[src/rtl/tf_responder_pkg.sv]
// tf_responder_pkg: function IDs, status codes, arity table and FSM states for the call responder
package tf_responder_pkg;
  localparam logic [1:0] FN_SUM = 2'd0;
  localparam logic [1:0] FN_DOUBLE = 2'd1;
  localparam logic [1:0] FN_NO_ARGS = 2'd2;
  localparam logic [1:0] FN_UNDEF = 2'd3;
  localparam logic [1:0] ST_OK = 2'd0;
  localparam logic [1:0] ST_ARITY = 2'd1;
  localparam logic [1:0] ST_NOFUNC = 2'd2;
  typedef enum logic [1:0] {IDLE, ARGS, EXEC, RESP} state_t;
  function automatic logic [1:0] arity(input logic [1:0] f);
    return f == FN_SUM ? 2'd2 : f == FN_DOUBLE ? 2'd1 : 2'd0;
  endfunction
endpackage

[src/rtl/tf_responder_if.sv]
// tf_responder_if: request beats in, one response per call out
interface tf_responder_if #(parameter int W = 8);
  logic req_valid;
  logic req_ready;
  logic req_hdr;
  logic [1:0] req_func;
  logic [1:0] req_argc;
  logic [W-1:0] req_arg;
  logic resp_valid;
  logic resp_ready;
  logic [W-1:0] resp_result;
  logic [1:0] resp_status;
  modport master (
    output req_valid, req_hdr, req_func, req_argc, req_arg, resp_ready,
    input req_ready, resp_valid, resp_result, resp_status
  );
  modport slave (
    input req_valid, req_hdr, req_func, req_argc, req_arg, resp_ready,
    output req_ready, resp_valid, resp_result, resp_status
  );
endinterface

[src/rtl/tf_responder_alu.sv]
// tf_responder_alu: evaluates SUM/DOUBLE/NO_ARGS; TF_RESPONDER_SATURATE_EN makes SUM saturate
module tf_responder_alu
  import tf_responder_pkg::*;
#(
  parameter int W = 8
) (
  input  logic [1:0]   func,
  input  logic [W-1:0] a0,
  input  logic [W-1:0] a1,
  output logic [W-1:0] result
);
  logic [W-1:0] sum_r;
`ifdef TF_RESPONDER_SATURATE_EN
  logic [W:0] sum;
  assign sum = {1'b0, a0} + {1'b0, a1};
  assign sum_r = sum[W] ? '1 : sum[W-1:0];
`else
  assign sum_r = a0 + a1;
`endif
  // DOUBLE keeps only the low nibble of 2*a0, zero-extended
  always_comb begin
    result = func == FN_SUM ? sum_r :
             func == FN_DOUBLE ? (a0 << 1) & W'(15) :
             func == FN_NO_ARGS ? W'(1) : '0;
  end
endmodule

[src/rtl/tf_responder.sv]
// tf_responder: call-channel callee (header + args in, result + status out); TF_RESPONDER_SATURATE_EN selects saturating SUM
module tf_responder
  import tf_responder_pkg::*;
#(
  parameter int W = 8,
  parameter int MAX_ARGC = 3
) (
  input logic clk,
  input logic rst_n,
  tf_responder_if.slave bus
);
  localparam int CW = $clog2(MAX_ARGC + 1);
  state_t state;
  logic [1:0] func;
  logic [CW-1:0] argc;
  logic [CW-1:0] cnt;
  logic [W-1:0] a0;
  logic [W-1:0] a1;
  logic [W-1:0] alu_result;
  logic [1:0] status;
  logic fire;
  assign bus.req_ready = rst_n && (state == IDLE || state == ARGS);
  assign fire = bus.req_valid && bus.req_ready;
  assign status = func == FN_UNDEF ? ST_NOFUNC :
                  argc != CW'(arity(func)) ? ST_ARITY : ST_OK;
  tf_responder_alu #(.W(W)) u_alu (
    .func(func),
    .a0(a0),
    .a1(a1),
    .result(alu_result)
  );
  // call FSM: collect header and args, evaluate once, hold response until accepted
  always_ff @(posedge clk) begin
    if (!rst_n) begin
      state <= IDLE;
      func <= '0;
      argc <= '0;
      cnt <= '0;
      a0 <= '0;
      a1 <= '0;
      bus.resp_valid <= 1'b0;
      bus.resp_result <= '0;
      bus.resp_status <= '0;
    end else begin
      case (state)
        IDLE: if (fire && bus.req_hdr) begin
          func <= bus.req_func;
          argc <= bus.req_argc;
          cnt <= '0;
          state <= bus.req_argc == '0 ? EXEC : ARGS;
        end
        ARGS: if (fire) begin
          if (cnt == CW'(0)) a0 <= bus.req_arg;
          if (cnt == CW'(1)) a1 <= bus.req_arg;
          cnt <= cnt + CW'(1);
          if (cnt + CW'(1) == argc) state <= EXEC;
        end
        EXEC: begin
          bus.resp_result <= status == ST_OK ? alu_result : '0;
          bus.resp_status <= status;
          bus.resp_valid <= 1'b1;
          state <= RESP;
        end
        RESP: if (bus.resp_ready) begin
          bus.resp_valid <= 1'b0;
          state <= IDLE;
        end
        default: state <= IDLE;
      endcase
    end
  end
endmodule

[src/flat_wrapper.sv]
// flat-port wrapper written by rule: the top's interface ports become plain ports
module tf_responder_flat import tf_responder_pkg::*;
#(
  parameter int W = 8,
  parameter int MAX_ARGC = 3
)
  (clk, rst_n, bus_req_valid, bus_req_hdr, bus_req_func, bus_req_argc, bus_req_arg, bus_resp_ready, bus_req_ready, bus_resp_valid, bus_resp_result, bus_resp_status);
  tf_responder_if #(.W(W)) bus_i ();
  input logic clk;
  input logic rst_n;
  input wire logic [$bits(bus_i.req_valid)-1:0] bus_req_valid;
  input wire logic [$bits(bus_i.req_hdr)-1:0] bus_req_hdr;
  input wire logic [$bits(bus_i.req_func)-1:0] bus_req_func;
  input wire logic [$bits(bus_i.req_argc)-1:0] bus_req_argc;
  input wire logic [$bits(bus_i.req_arg)-1:0] bus_req_arg;
  input wire logic [$bits(bus_i.resp_ready)-1:0] bus_resp_ready;
  output wire logic [$bits(bus_i.req_ready)-1:0] bus_req_ready;
  output wire logic [$bits(bus_i.resp_valid)-1:0] bus_resp_valid;
  output wire logic [$bits(bus_i.resp_result)-1:0] bus_resp_result;
  output wire logic [$bits(bus_i.resp_status)-1:0] bus_resp_status;
  assign bus_i.req_valid = bus_req_valid;
  assign bus_i.req_hdr = bus_req_hdr;
  assign bus_i.req_func = bus_req_func;
  assign bus_i.req_argc = bus_req_argc;
  assign bus_i.req_arg = bus_req_arg;
  assign bus_i.resp_ready = bus_resp_ready;
  assign bus_req_ready = bus_i.req_ready;
  assign bus_resp_valid = bus_i.resp_valid;
  assign bus_resp_result = bus_i.resp_result;
  assign bus_resp_status = bus_i.resp_status;
  tf_responder #(.W(W), .MAX_ARGC(MAX_ARGC)) u_core (.clk(clk), .rst_n(rst_n), .bus(bus_i));
endmodule
[config.mk]
export PLATFORM = sky130hd
export DESIGN_NAME = tf_responder_flat
export DESIGN_NICKNAME = d
export VERILOG_FILES = /design/src/rtl/tf_responder_pkg.sv /design/src/rtl/tf_responder_if.sv /design/src/rtl/tf_responder_alu.sv /design/src/rtl/tf_responder.sv /design/src/flat_wrapper.sv
export SDC_FILE = /design/constraint.sdc
export NUM_CORES = 1
export LEC_CHECK = 0
export CAP_MARGIN = 15
export CORE_ASPECT_RATIO = 0.9
export CORE_UTILIZATION = 47
export DETAILED_ROUTE_END_ITERATION = 8
export PLACE_DENSITY = 0.75
export SETUP_SLACK_MARGIN = 0.2
export SYNTH_ARGS = -nofsm -noshare
export SYNTH_HDL_FRONTEND = slang
export SYNTH_SLANG_ARGS = --single-unit
[constraint.sdc]
create_clock -name clk -period 1.8 [get_ports clk]
set_input_delay 0.27 -clock clk [delete_from_list [all_inputs] [get_ports clk]]
set_output_delay 0.27 -clock clk [all_outputs]
set_load 0.05 [all_outputs]
* After elaboration in Yosys (flattened, before gate mapping) *
Cells that the tools add are included.

storage, ports and cells
  flip-flop bits (word level) = 35
  input bits = 17
  output and inout bits = 12
  logic and storage cells = 60

cells by class
  add/sub/neg operators = 2
  eq/ne operators = 13
  muxes and demuxes = 19
  reductions and logical operators = 17

operators with widths
  cell                   count
  $mux W8                3
  $mux W2                9
  $logic_not A2 Y1       5
  $reduce_and A3 Y1      3
  $add A8 B8 Y8          1
  $eq A2 B2 Y1 const B   4
  $pmux W2 S4            1
  $eq A2 B1 Y1 const B   3
  $ne A2 B2 Y1 const B   3
  $mux W1                4
  $pmux W2 S2            1
  $reduce_and A2 Y1      2
  $reduce_and A4 Y1      1
  $reduce_bool A2 Y1     2
  $logic_and A1 B1 Y1    3
  $add A2 B1 Y2 const B  1
  $eq A2 B2 Y1           1
  $ne A2 B1 Y1 const B   1
  $ne A2 B2 Y1           1
  $pmux W1 S2            1
  $logic_or A1 B1 Y1     1

* Longest topological paths before layout *
Gate-level depths: netlist of run 1.

  depth after elaboration = 8
  gate-level depth with buffers = 7
  depth with buffers taken out = 7

* Hierarchy *
Synthesis of run 1 repeated with hierarchy kept, for this count alone.

second synthesis, totals
  cells, all modules = 226
  area, all modules = 1,890.6 um2

modules (own cells, without submodules)
  module            times used  cells each  area an instance (um2)
  tf_responder      1           165         1,485.2
  tf_responder_alu  1           61          405.4

* Least setup slack after synthesis of run 1 *
OpenSTA, ideal clock, no wires.

  path kind = register to register
  start = register u_core.state[0]
  end = register u_core.cnt[1]
  setup time = 0.134 ns
  arrival = 1.747 ns
  required time = 1.666 ns
  path slack = -0.081 ns
  stages on the path, launching flop included = 8
  path buffers = 1
  period minus slack after synthesis = 1.881 ns
  path through = dfxtp_1 inv_1 ha_1 clkbuf_1 nor2_1 nor2_1 a21o_1 a21oi_1

on the way
  cells in the longest elaborated chain, start to end = 7
  elaborated cells on any way between the ends = 11
  classes of those cells = eq/ne: 3; mux: 1; reduce/logical: 7

ends and longest elaborated chain
  what                                                     line                RTL
  start, declared                                          tf_responder.sv:13  state_t state;
  start signal, assigned                                   tf_responder.sv:50  state <= bus.req_argc == '0 ? EXEC : ARGS;
  $eq A2 B1 Y1 / $logic_not A2 Y1 (equally long branches)  tf_responder.sv:22  assign bus.req_ready = rst_n && (state == IDLE || state == ARGS);
  $logic_or A1 B1 Y1 (*)                                   tf_responder.sv:22
  $logic_and A1 B1 Y1 (*)                                  tf_responder.sv:22
  net bus_req_ready                                        flat_wrapper.sv:17  output wire logic [$bits(bus_i.req_ready)-1:0] bus_req_ready;
  $logic_and A1 B1 Y1 (*)                                  tf_responder.sv:23  assign fire = bus.req_valid && bus.req_ready;
  $logic_and A1 B1 Y1                                      tf_responder.sv:46  IDLE: if (fire && bus.req_hdr) begin
  $ne A2 B2 Y1 (no source line)                            n/a
  $reduce_and A3 Y1 (no source line) (*)                   n/a
  end signal, assigned                                     tf_responder.sv:55  cnt <= cnt + CW'(1);
  end, declared                                            tf_responder.sv:16  logic [CW-1:0] cnt;

The timed path passes the listed nets; every way through them passes the cells marked *.
A chain may end at the register's enable or synchronous reset.

* Worst setup path in the final report of run 1 *
  start = register u_core.a1[0]
  end = register u_core.bus.resp_result[4]

on the way
  cells in the longest elaborated chain, start to end = 3

ends and longest elaborated chain
  what                    line                    RTL
  start, declared         tf_responder.sv:18      logic [W-1:0] a1;
  start signal, assigned  tf_responder.sv:54      if (cnt == CW'(1)) a1 <= bus.req_arg;
  $add A8 B8 Y8           tf_responder_alu.sv:18  assign sum_r = a0 + a1;
  $mux W8                 tf_responder_alu.sv:22  result = func == FN_SUM ? sum_r :
  $mux W8                 tf_responder.sv:59      bus.resp_result <= status == ST_OK ? alu_result : '0;
  end signal, assigned    tf_responder.sv:59
  end, declared           tf_responder_if.sv:19   output req_ready, resp_valid, resp_result, resp_status

No other way between the ends.

==> results of run 1 <==
power by group:
group / leakage, uW / switching, uW / internal (uW) / total [uW]
logic: 0.000690 / 473 / 396 / 869
clock network: 0.0000505 / 300 / 348 / 648
registers: 0.000286 / 56.5 / 832 / 889
total: 0.00103 / 829 / 1580 / 2410
worst reg2reg max path: stages, from the launching register on:
cell	delay, ps
dfxtp_2	340
ha_4	160
fa_2	380
a21oi_2	190
buf_4	130
o21bai_1	70
xor2_1	180
a22o_1	190
metrics by stage:
| step | utilization | total power (uW) | cell area [sq um] | worst slack [ps] |
|---|---|---|---|---|
| detailed placement | 0.636 | 1610 | 2200 | -33.2 |
| global placement | 0.636 | 1610 | 2200 | -20.7 |
| CTS | 0.680 | 2320 | 2350 | 107 |
| floorplan | - | 1350 | 1780 | 194 |
| finish | 0.708 | 2410 | 2440 | 58.6 |
| global route | 0.708 | 2530 | 2440 | 3.28 |
area by class of cell:
type	instances	share of cell area
multi-input combinational	158	0.456
tap	44	0.0225
clock buffer	7	0.0394
clock inverter	1	0.00307
sequential	35	0.290
inverter	9	0.0138
timing repair buffer	48	0.175
placed cells by master (no fill, tap or decap), types with 5 or more instances in the layout:
cell	count
a22o_1	5
clkbuf_8	7
buf_4	20
a21oi_1	22
nand3_1	6
ha_1	8
a21oi_2	5
clkdlybuf4s50_1	16
nand2_1	44
ha_4	5
dfxtp_1	30
xnor2_1	5
dlygate4sd2_1	11
nor2_1	13
inv_1	5
cell families (layout without fill, tap and decap cells):
| family | count (synthesis) | count (layout) | share of synthesized area |
|---|---|---|---|
| simple gates | 77 | 77 | 0.190 |
| compound gates | 52 | 52 | 0.190 |
| flops | 35 | 35 | 0.401 |
| buf+inv | 16 | 65 | 0.0343 |
| fa+ha+maj | 14 | 14 | 0.104 |
| xor+xnor | 9 | 9 | 0.0451 |
| mux | 6 | 6 | 0.0358 |
what timing repair did:
item                       in CTS  in global routing
setup endpoints to repair      18                 11
hold endpoints to repair        0                  0
resized for setup              22                 15
gates cloned                    0                  0
hold buffers                    0                  0
setup buffers                   3                  4
pin swaps                       3                 11
how the worst min path moves through the flow:
stage	depth (start not counted)	startpoint	slack, ps	end
final	2	u_core.a1[6]	460	u_core.a1[6]
after floorplan	1	rst_n	390	u_core.bus.resp_result[0]
after global routing	2	u_core.a1[6]	490	u_core.a1[6]
after detailed placement	2	u_core.a1[6]	450	u_core.a1[6]
after CTS	2	u_core.a1[6]	470	u_core.a1[6]
after global placement	2	u_core.bus.resp_status[1]	450	u_core.bus.resp_status[1]
per-layer routing:
metal,part of all wire,vias up,track usage
met5,0,-,0
li1,-,813,-
met3,0.044,5,0.0744
met1,0.51,718,0.305
met4,0.011,0,0.0547
met2,0.43,40,0.324
flip-flops by register name, summed over array words and instances, names as in the netlist:
signal / flops
u_core.a0: 8
u_core.a1: 8
u_core.argc: 2
u_core.bus.resp_result: 8
u_core.bus.resp_status: 2
u_core.bus.resp_valid: 1
u_core.cnt: 2
u_core.func: 2
u_core.state: 2
==> impl_results.md, run 1 <==
* Status: complete, no violations
* Reg2reg end: u_core.bus.resp_result[4]
* Synth top area cells: dfxtp_1 (40%), nand2_1 (9.4%), ha_1 (9.3%)
* DPL Wire Length at 2.89 mm
* Crit path time final at 1740 ps
* CTS buffer count at 5
* Share of the synthesized area in the top cell type at 0.401
* Slew Limit Headroom at 0.669
* Maximum clock frequency at roughly 0.57 GHz
* Core Region at 0.00345 sq mm
* Hold Violations, Final at 0
* VDD IR-drop max at ~0.95 mV
* Actual slew at the worst max-slew pin at 498 ps
* Placed insts at 287
* # IOs at 29
* Sequential fraction of the synthesis area at 0.401
* Fillers at 270
* # nets final at 288
* Family with the most delay on the worst path: adder cells
* Synth Flop Type: dfxtp_1
* Initial DRC count at between 60 and 70
* Die area at around 0.004 sq mm
* Syn_nets at 240
* CP max FO at 2
* Synth Warn # at 0
* Critical path startpoint: u_core.a1[0]
* Multi-input gate area at between 0.001 and 0.0015 sq mm
* Clock buffer depth at 2
* Reg-to-Reg Start: u_core.a1[0]
* Die W at 66.3 um
* Drt first pass iters at 4
* R2R Setup Slk at 60 ps
* Die H at 59.9 um
* Hold_ws at 465 ps
* Most common cell in the synthesized netlist: nand2_1
* TritonCTS clock tree: done
* Wire per inst at 13.7 um
* Site Rows at 20
* Total Routing Usage GR at 0.219
* Residual DRC at 0
* Setup violators final at 0
* Htree depth at 2
* CP required at 1990 ps
* # diodes at 0
* Flops & latches, synth at 35
* Startpoint class of the critical path: flip-flop
* Mean area per synthesized cell at 8.37 sq um
* Max incr delay on CP at approximately 380 ps
* Crit path to: u_core.bus.resp_result[4]
* Sequential cell area at 709 sq um
* Vias in the first global route at 1395
* R2R depth at 7
* Crit path cell chain: ha_4, fa_2, a21oi_2, buf_4, o21bai_1, xor2_1, a22o_1
* Share of layout cells above drive strength 1 at 0.225
* CP max-delay cell: fa_2
* Largest net degree at the start of global routing at 18
* First-pass GRT wire length at about 6.3 mm
* Period utilisation layout at 0.967
* Pwr/cell area at 985 mW/mm^2
* Clock root cell: clkbuf_8
* Vias at 1576
* Clk slew on worst S/H paths at 70 ps
* CP Buf/Inv Count at 1
* Post-DRT Antenna Nets at 0
* Skew-Pair Late Insertion Delay at 300 ps
* Critical path data arrival time at ~1900 ps
* PortBufs at 28
* Mapped cell area at roughly 0.0017 sq mm
* Clock Sinks at 35
* Initial core utilization at 0.507
* Max-cap violations at 0
* Initial antenna violation count at 0
* Number of cells on the critical path at 7
* Avg Vias per Cell at 5.22
* Gp weighted congestion at 0.808
* Syn Inst Count at about 210
* Area Growth Syn to Fin at 39.7%
* Slew Viols, Final at 0
* Async SR Flop Fraction at 0
* Worst setup EP type: flip-flop
* Total negative setup slack at 0 ps
* RSZ-0062 raised after global routing: true
* Hold Path Class: flip-flop to flip-flop
* Synth unique cells at 38
* Non-filler cells, final at roughly 300
* LEAKAGE at around 0.0010 uW
* Post-synth EDFFs at 0
* Crit Path Class: flip-flop to flip-flop
* Area leader, netlist: dfxtp_1
* Clk_skew at 5.95 ps
* Most frequent cells after synthesis: nand2_1 (44), dfxtp_1 (35), a21oi_1 (26)
* WL final at around 4.1 mm
* GRT Residual Overflow at 0
(Power assumes the default switching activity.)
==> run 2, diff against run 1 <==
--- a/config.mk
+++ b/config.mk
@@ -11,6 +11,7 @@
 export DETAILED_ROUTE_END_ITERATION = 8
 export PLACE_DENSITY = 0.75
 export SETUP_SLACK_MARGIN = 0.2
+export SLEW_MARGIN = 20
 export SYNTH_ARGS = -nofsm -noshare
 export SYNTH_HDL_FRONTEND = slang
 export SYNTH_SLANG_ARGS = --single-unit
==> results of run 2 <==
The final DEF is identical to that of run 1; final timing and power are the same.
